[config.mk]
export PLATFORM = sky130hd
export DESIGN_NAME = cpu_gen2_flat
export DESIGN_NICKNAME = d
export VERILOG_FILES = /design/src/rtl/cpu_gen2_if.sv /design/src/rtl/cpu_gen2.sv /design/src/flat_wrapper.sv
export SDC_FILE = /design/constraint.sdc
export NUM_CORES = 1
export LEC_CHECK = 0
export CAP_MARGIN = 5
export CORE_MARGIN = 2
export CORE_UTILIZATION = 57
export DETAILED_ROUTE_END_ITERATION = 10
export PLACE_DENSITY = 0.85
export SYNTH_ARGS = -nofsm -noshare
export SYNTH_HDL_FRONTEND = slang
export SYNTH_SLANG_ARGS = --single-unit
[constraint.sdc]
create_clock -name clock -period 2.1 [get_ports clock]
set_input_delay 0.63 -clock clock [delete_from_list [all_inputs] [get_ports clock]]
set_output_delay 0.63 -clock clock [all_outputs]
set_load 0.01 [all_outputs]
[src/rtl/cpu_gen2_if.sv]
// Fetch/IO bundle between the cpu_gen2 core (master) and its program
// memory / IO environment (slave).
interface cpu_gen2_if #(
   parameter int WIDTH  = 4,
   parameter int ADDR_W = 4
);
   logic [ADDR_W-1:0] fetch_addr;
   logic [WIDTH+3:0]  instr;
   logic              instr_valid;
   logic [WIDTH-1:0]  in;
   logic [WIDTH-1:0]  out;
   logic              out_strobe;
   logic              carry;
   logic              halted;
   logic              fault;

   modport master (
      output fetch_addr, out, out_strobe, carry, halted, fault,
      input  instr, instr_valid, in
   );

   modport slave (
      input  fetch_addr, out, out_strobe, carry, halted, fault,
      output instr, instr_valid, in
   );
endinterface

[src/rtl/cpu_gen2.sv]
// Single-cycle 16-opcode accumulator core with a bounded return-address
// stack; stack misuse stops the core with a sticky fault.
module cpu_gen2 #(
   parameter int WIDTH       = 4,
   parameter int ADDR_W      = 4,
   parameter int STACK_DEPTH = 4
) (
   input logic       clock,
   input logic       reset,
   cpu_gen2_if.master bus
);
   localparam int SP_W  = $clog2(STACK_DEPTH + 1);
   localparam int IDX_W = (STACK_DEPTH > 1) ? $clog2(STACK_DEPTH) : 1;

   if (ADDR_W < WIDTH) begin : g_bad_addr_w
      $error("cpu_gen2: ADDR_W must be >= WIDTH");
   end
   if (STACK_DEPTH < 1) begin : g_bad_depth
      $error("cpu_gen2: STACK_DEPTH must be >= 1");
   end

   logic [WIDTH-1:0]  a_r, b_r, out_r;
   logic              c_r, strobe_r, halted_r, fault_r;
   logic [ADDR_W-1:0] pc_r;
   logic [SP_W-1:0]   sp_r;
   logic [ADDR_W-1:0] stack_mem_r [STACK_DEPTH];

   logic [WIDTH-1:0]  a_s, b_s, out_s;
   logic              c_s, strobe_s, halted_s, fault_s, push_s, exec_s;
   logic [ADDR_W-1:0] pc_s, pc_inc_s, target_s;
   logic [SP_W-1:0]   sp_s;
   logic [3:0]        opcode_s;
   logic [WIDTH-1:0]  imm_s;
   logic [WIDTH:0]    add_ai_s, add_bi_s, add_ab_s;
   logic [IDX_W-1:0]  push_idx_s, top_idx_s;

   assign opcode_s   = bus.instr[WIDTH+3:WIDTH];
   assign imm_s      = bus.instr[WIDTH-1:0];
   assign exec_s     = reset && bus.instr_valid && !halted_r;
   assign pc_inc_s   = pc_r + ADDR_W'(1'b1);
   assign target_s   = ADDR_W'(imm_s);
   assign add_ai_s   = {1'b0, a_r} + {1'b0, imm_s};
   assign add_bi_s   = {1'b0, b_r} + {1'b0, imm_s};
   assign add_ab_s   = {1'b0, a_r} + {1'b0, b_r};
   assign push_idx_s = IDX_W'(sp_r);
   assign top_idx_s  = IDX_W'(sp_r - SP_W'(1'b1));

   // Next-state decode of the instruction presented this cycle.
   always_comb begin
      a_s      = a_r;
      b_s      = b_r;
      c_s      = c_r;
      pc_s     = pc_r;
      sp_s     = sp_r;
      out_s    = out_r;
      strobe_s = 1'b0;
      halted_s = halted_r;
      fault_s  = fault_r;
      push_s   = 1'b0;
      if (exec_s) begin
         c_s  = 1'b0;
         pc_s = pc_inc_s;
         case (opcode_s)
            4'h0: {c_s, a_s} = add_ai_s;
            4'h1: a_s = b_r;
            4'h2: a_s = bus.in;
            4'h3: a_s = imm_s;
            4'h4: b_s = a_r;
            4'h5: {c_s, b_s} = add_bi_s;
            4'h6: b_s = bus.in;
            4'h7: b_s = imm_s;
            4'h8: begin
               if (sp_r < SP_W'(STACK_DEPTH)) begin
                  push_s = 1'b1;
                  sp_s   = sp_r + SP_W'(1'b1);
                  pc_s   = target_s;
               end else begin
                  pc_s     = pc_r;
                  fault_s  = 1'b1;
                  halted_s = 1'b1;
               end
            end
            4'h9: begin
               out_s    = b_r;
               strobe_s = 1'b1;
            end
            4'hA: begin
               if (sp_r != {SP_W{1'b0}}) begin
                  sp_s = sp_r - SP_W'(1'b1);
                  pc_s = stack_mem_r[top_idx_s];
               end else begin
                  pc_s     = pc_r;
                  fault_s  = 1'b1;
                  halted_s = 1'b1;
               end
            end
            4'hB: begin
               out_s    = imm_s;
               strobe_s = 1'b1;
            end
            4'hC: begin
               pc_s     = pc_r;
               halted_s = 1'b1;
            end
            4'hD: {c_s, a_s} = add_ab_s;
            4'hE: pc_s = target_s;
            4'hF: pc_s = c_r ? pc_inc_s : target_s;
            default: pc_s = pc_r;
         endcase
      end else begin
         strobe_s = 1'b0;
      end
   end

   // Architectural state; stack entries are deliberately left unreset.
   always_ff @(posedge clock or negedge reset) begin
      if (!reset) begin
         a_r      <= {WIDTH{1'b0}};
         b_r      <= {WIDTH{1'b0}};
         c_r      <= 1'b0;
         pc_r     <= {ADDR_W{1'b0}};
         sp_r     <= {SP_W{1'b0}};
         out_r    <= {WIDTH{1'b0}};
         strobe_r <= 1'b0;
         halted_r <= 1'b0;
         fault_r  <= 1'b0;
      end else begin
         a_r      <= a_s;
         b_r      <= b_s;
         c_r      <= c_s;
         pc_r     <= pc_s;
         sp_r     <= sp_s;
         out_r    <= out_s;
         strobe_r <= strobe_s;
         halted_r <= halted_s;
         fault_r  <= fault_s;
      end
   end

   // Return-address storage.
   always_ff @(posedge clock) begin
      if (push_s) begin
         stack_mem_r[push_idx_s] <= pc_inc_s;
      end
   end

   assign bus.fetch_addr = pc_r;
   assign bus.out        = out_r;
   assign bus.out_strobe = strobe_r;
   assign bus.carry      = c_r;
   assign bus.halted     = halted_r;
   assign bus.fault      = fault_r;
endmodule

[src/flat_wrapper.sv]
// flat-port wrapper written by rule: the top's interface ports become plain ports
module cpu_gen2_flat 
#(
   parameter int WIDTH       = 4,
   parameter int ADDR_W      = 4,
   parameter int STACK_DEPTH = 4
)
  (clock, reset, bus_fetch_addr, bus_out, bus_out_strobe, bus_carry, bus_halted, bus_fault, bus_instr, bus_instr_valid, bus_in);
  cpu_gen2_if #(.WIDTH(WIDTH), .ADDR_W(ADDR_W)) bus_i ();
  input logic clock;
  input logic reset;
  output wire logic [$bits(bus_i.fetch_addr)-1:0] bus_fetch_addr;
  output wire logic [$bits(bus_i.out)-1:0] bus_out;
  output wire logic [$bits(bus_i.out_strobe)-1:0] bus_out_strobe;
  output wire logic [$bits(bus_i.carry)-1:0] bus_carry;
  output wire logic [$bits(bus_i.halted)-1:0] bus_halted;
  output wire logic [$bits(bus_i.fault)-1:0] bus_fault;
  input wire logic [$bits(bus_i.instr)-1:0] bus_instr;
  input wire logic [$bits(bus_i.instr_valid)-1:0] bus_instr_valid;
  input wire logic [$bits(bus_i.in)-1:0] bus_in;
  assign bus_fetch_addr = bus_i.fetch_addr;
  assign bus_out = bus_i.out;
  assign bus_out_strobe = bus_i.out_strobe;
  assign bus_carry = bus_i.carry;
  assign bus_halted = bus_i.halted;
  assign bus_fault = bus_i.fault;
  assign bus_i.instr = bus_instr;
  assign bus_i.instr_valid = bus_instr_valid;
  assign bus_i.in = bus_in;
  cpu_gen2 #(.WIDTH(WIDTH), .ADDR_W(ADDR_W), .STACK_DEPTH(STACK_DEPTH)) u_core (.clock(clock), .reset(reset), .bus(bus_i));
endmodule
* Word-level counts from Yosys, hierarchy flattened
Memory sizes are Yosys's and may differ from the RTL's. Cells that the tools add are included.
Word-level totals: memories 1, input port bits 15, memory bits (writable) 16, bits in registers 23, output and inout bits 12, word-level logic and storage cells 77
Memories:
- u_core.stack_mem_r | depth 4, width 4, read ports 1, clocked after memory_dff 0, write ports 1, RTL line cpu_gen2.sv:26 | logic [ADDR_W-1:0] stack_mem_r [STACK_DEPTH];
Operators by class: reduce and logical (&&, ||, !) cells 18, equal/unequal tests 19, muxes and demuxes 22, bitwise logic cells 1, add/sub/neg operators 6, $lt $le $gt $ge 1
Operator list (count):
- $pmux 4 s5 | 2
- $eq 4x4->1 const B | 8
- $eq 4x3->1 const B | 4
- $pmux 4 s4 | 1
- $reduce_and 4->1 | 4
- $add 4x4->5 | 3
- $mux 4 | 3
- $mux 1 | 9
- $eq 4x2->1 const B | 2
- $pmux 4 s2 | 1
- $mux 3 | 2
- $pmux 1 s3 | 2
- $pmux 3 s2 | 1
- $reduce_and 2->1 | 3
- $reduce_bool 3->1 | 2
- $reduce_bool 5->1 | 1
- $add 4x1->4 const B | 1
- $eq 4x1->1 const B | 1
- $logic_not 4->1 | 1
- $ne 2x1->1 const B | 2
- $ne 2x2->1 const B | 2
- $reduce_bool 2->1 | 2
- $reduce_bool 4->1 | 1
- $add 3x1->3 const B | 1
- 7 further kinds | 8

* Longest topological paths before layout
word-level depth 6, depth in mapped cells 8, mapped depth without buffers 8

* Worst setup path before layout
Ideal clock, no wire load.
path kind input-to-reg, start point input bus_instr[0], end point register u_core.b_r[1], data arrival time 1.946 ns, required time 1.975 ns, slack 0.029 ns, stages 4, setup time 0.125 ns, buffers on the path 0, cell sequence ha_1 > fa_1 > mux4_2 > mux2_2
On the way: longest elaborated chain between the ends 2
RTL lines:
- start: declaration | RTL line flat_wrapper.sv:18 | input wire logic [$bits(bus_i.instr)-1:0] bus_instr;
- $add 4x4->5 | RTL line cpu_gen2.sv:43 | assign add_bi_s = {1'b0, b_r} + {1'b0, imm_s};
- $pmux 4 s4 | RTL line cpu_gen2.sv:63 | case (opcode_s)
- end signal: assignment | RTL line cpu_gen2.sv:119 | b_r <= {WIDTH{1'b0}};
- end signal: assignment | RTL line cpu_gen2.sv:129 | b_r <= b_s;
- end: declaration | RTL line cpu_gen2.sv:22 | logic [WIDTH-1:0] a_r, b_r, out_r;
No other way between the ends. A chain may end at the register's enable or synchronous reset.

* Worst setup path in the final report
start point input bus_instr[6], end point register u_core.pc_r[3], in the netlist u_core.bus.fetch_addr[3]
On the way: longest elaborated chain between the ends 3, elaborated cells on any way between the ends 10, classes of those cells eq/ne (7); mux (1); bitwise (1); reduce/logical (1)
RTL lines:
- $eq 4x4->1 | RTL line cpu_gen2.sv:63
- $ne 2x1->1 (no source line) / $not 1->1 (equally long branches)
- $reduce_and 4->1 (no source line)
- end signal: assignment | RTL line cpu_gen2.sv:121 | pc_r <= {ADDR_W{1'b0}};
- end signal: assignment | RTL line cpu_gen2.sv:131 | pc_r <= pc_s;
- end: declaration | RTL line cpu_gen2.sv:24 | logic [ADDR_W-1:0] pc_r;
Parallel ways exist; a longest one is shown, timed or not.

==> summary.txt <==
Cells and area
  – Number of diodes: 0
  – Layout net count: 364
  – Register Area: 1060 sq um
  – Area of the multi-input gates: 1520 sq um
  – Commonest cells after routing, fill and taps aside: 51 x buf_4, 27 x nand2_1, 23 x dfrtp_1, 21 x clkdlybuf4s50_1, 17 x ha_1
  – Fill count: 272
  – Most common cell after layout, fill and taps aside: buf_4
  – P&R area growth vs syn: 29.8%
  – Layout cells sized above 1: 28.0%
  – Fin util: 78.0%

Power
  – Pleak: 1.52 nW
  – Design Power: 3.53 mW
  – Worst VDD drop: 0.000845 V
  – Cell Pwr Density: 1020 nW/um^2

Logic synthesis
  – Post-Synthesis Net Count: 290
  – Synth Instances: 254
  – Asr flop ratio synth: 59.0%
  – Dominant synthesized flop cell: dfrtp_1
  – Simple logic cell fraction of the synthesized area: 14.3%
  – XOR/XNOR Fraction of Synth Area: 3.61%
  – Flops & latches, synth: 39
  – Dominant cells by area after synthesis: dfrtp_1 22%, edfxtp_1 18%, ha_1 8.4%
  – Synthesis Warnings: 0
  – Adder-cell share of the synthesized area: 10.7%
  – Largest family of logic cells by synthesized area: compound AO/OA/AOI/OAI gates
  – Syn avg cell area: 10.5 sq um
  – Mapped cell area: 2670 sq um
  – Compound-Gate Fraction of Synth Area: 19.4%
  – Number of flops mapped to enable cells by yosys: 16
  – Post-synthesis mux area share: 7.50%
  – Post-synth top area share: 21.6%
  – Number of distinct library cells after synthesis: 60
  – Post-synthesis sequential area ratio: 39.6%
  – Yosys top cell by area: dfrtp_1

Timing
  – Rel. slew slack: 69.6%
  – Clk_skew: 0.00792 ns
  – Max Clk Rate: 483 MHz
  – Worst-Margin Slew: 0.453 ns
  – Final period utilization: 98.6%
  – Min cycle time layout: 2.07 ns
  – Hold WS: 0.460 ns
  – Slew Viols, Final: 0
  – Final setup vio count: 0
  – Hold Fails Final Rpt: 0

Worst setup path
  – Crit start category: input port
  – Cells on worst reg2reg path: 7
  – Kind of critical path: input port to register
  – CP required: 2.28 ns
  – Worst reg2reg startpoint: u_core.b_r[0]$_DFFE_PN0P_
  – R2R Path End: u_core.bus.carry$_DFFE_PN0P_
  – Worst path arrival time: 2.25 ns
  – R2R Setup Slk: 0.10 ns
  – CP Capture Type: register
  – Crit-path max FO: 5

Clock tree
  – CTS max path bufs: 2
  – Clk slew on worst S/H paths: 0.08 ns
  – Num CTS Buffers: 5
  – Clock Tree Root: clkbuf_8
  – Worst-skew pair later-pin latency: 0.30 ns
  – CTS sink cnt: 39
  – H-Tree Level Count: 2
  – CTS tree: done
  – Post-CTS setup buffer count: 0
  – # hold bufs at CTS: 0

Floorplanning
  – Die area: 5250 sq um
  – Die W: 72.4 um
  – Initial Util: 60.1%
  – Row cnt: 24
  – Die Y: 72.4 um
  – # IOs: 27
  – Area of the core: 4440 sq um

Routing
  – DRT Pass-1 Iters: 6
  – First DRT Iteration DRCs: 343
  – DR vias: 2347
  – Via/cell ratio: 6.16
  – WL final: 7.36 mm
  – DRC viols: 0
  – Antenna-violating nets left: 0
  – WL/cell: 19.3 um

Place
  – Placed wire-length estimate: 5.35 mm
  – Global placer's final weighted congestion: 0.970
  – Port Buffers: 26

Global route
  – First-pass GRT wire length: 11.7 mm
  – Initial antenna violation count: 0
  – Vias in the first global route: 2346
  – Largest net degree at the start of global routing: 19
  – Gr ovfl total: 0
  – Global Route Usage Sum: 30.0%

Worst hold path
  – Hold Path Depth: 1
  – Hold path start: u_core.bus.fault$_DFFE_PN0P_
  – Endpoint, Worst Hold: u_core.bus.fault$_DFFE_PN0P_
  – Hold Path Class: register to register

Run status
  – Status: finished, final reports clean

Run
  – Max-cap violations: 0
[registers in the layout, indices dropped and copies added (netlist names)]
register	cells
u_core.bus.fault	1
u_core.bus.out	4
u_core.bus.carry	1
u_core.bus.fetch_addr	4
u_core.a_r	4
u_core.stack_mem_r	16
u_core.sp_r	3
u_core.bus.out_strobe	1
u_core.bus.halted	1
u_core.b_r	4
[what timing repair did]
action,CTS,global route
setup endpoints to repair,23,27
hold endpoints to repair,0,0
cloned,0,0
gates resized for setup,9,11
[synth_stat cells (4+ instances only)]
cell type,instances
nand2_1,27
nor2_1,16
edfxtp_1,16
o21ai_1,5
and2_1,5
xor2_1,5
inv_1,12
dfrtp_1,23
nor3_1,4
a21oi_1,11
a21o_1,7
xnor2_1,6
buf_4,5
o2bb2ai_1,5
o21ai_0,14
a31oi_1,4
ha_1,18
[power by group]
part	leakage, nW	switching, mW	internal (mW)
Combinational	1.03	0.815	0.831
Clock	0.0612	0.265	0.384
Sequential	0.431	0.212	1.02
Total	1.52	1.29	2.24
[logic make-up after synthesis]
| kind of cell | Yosys count |
|---|---|
| muxes | 11 |
| DFF | 39 |
| adders and majority gates | 21 |
| and+or+nand+nor | 76 |
| buffers and inverters | 24 |
| AOI/OAI and AO/OA | 72 |
| xor gates and xnor gates | 11 |
[area by class of cell]
cell class,instances,share of cell area (%)
clock buffers,6,2.38
clock inverters,2,1.01
inverters,14,1.63
multi-input cells,191,44.0
flip-flops and latches,39,30.5
well taps,52,1.88
repair buffers,77,18.7
[per-layer routing]
layer	wire, um	share of wire, %	up-vias	global-route usage, %
met1	2950	40	1100	39.7
met2	3610	49	150	50.6
met4	170	2.3	0	10.7
li1	-	-	1075	-
met5	0	0	-	0
met3	632	8.6	22	4.17
[worst max path at each step]
stage | startpoint | to | slack (ns) | depth (start not counted)
global placement | bus_instr[0] | u_core.b_r[1]$_DFFE_PN0P_ | -0.51 | 5
CTS | bus_instr[5] | u_core.stack_mem_r[1][0]$_DFFE_PP_ | 0.002 | 5
finish | bus_instr[6] | u_core.bus.fetch_addr[3]$_DFFE_PN0P_ | 0.03 | 7
floorplan | bus_instr[0] | u_core.b_r[1]$_DFFE_PN0P_ | 0.03 | 4
detailed placement | bus_instr[0] | u_core.b_r[1]$_DFFE_PN0P_ | -0.59 | 5
global route | bus_instr[6] | u_core.a_r[0]$_DFFE_PN0P_ | -0.01 | 7
[per-stage QoR]
| stage | instance area, sq um | TNS [ns] | cells | setup WS (ns) |
|---|---|---|---|---|
| after global placement | 3300 | -9.73 | 373 | -0.508 |
| after global routing | 3460 | -0.0107 | 381 | -0.0107 |
| final | 3460 | 0 | 381 | 0.0293 |
| after floorplan | 2670 | 0 | 254 | 0.0290 |
| after detailed placement | 3300 | -11.44 | 373 | -0.591 |
| after CTS | 3430 | 0 | 381 | 0.00211 |
[worst max-delay path: stages]
cell and delay (ns):
clkdlybuf4s50_1 0.47, buf_4 0.19, or2_2 0.34, a21oi_1 0.17, a2bb2oi_1 0.21, a31o_1 0.18, o21ai_1 0.06
(Power assumes the default switching activity.)
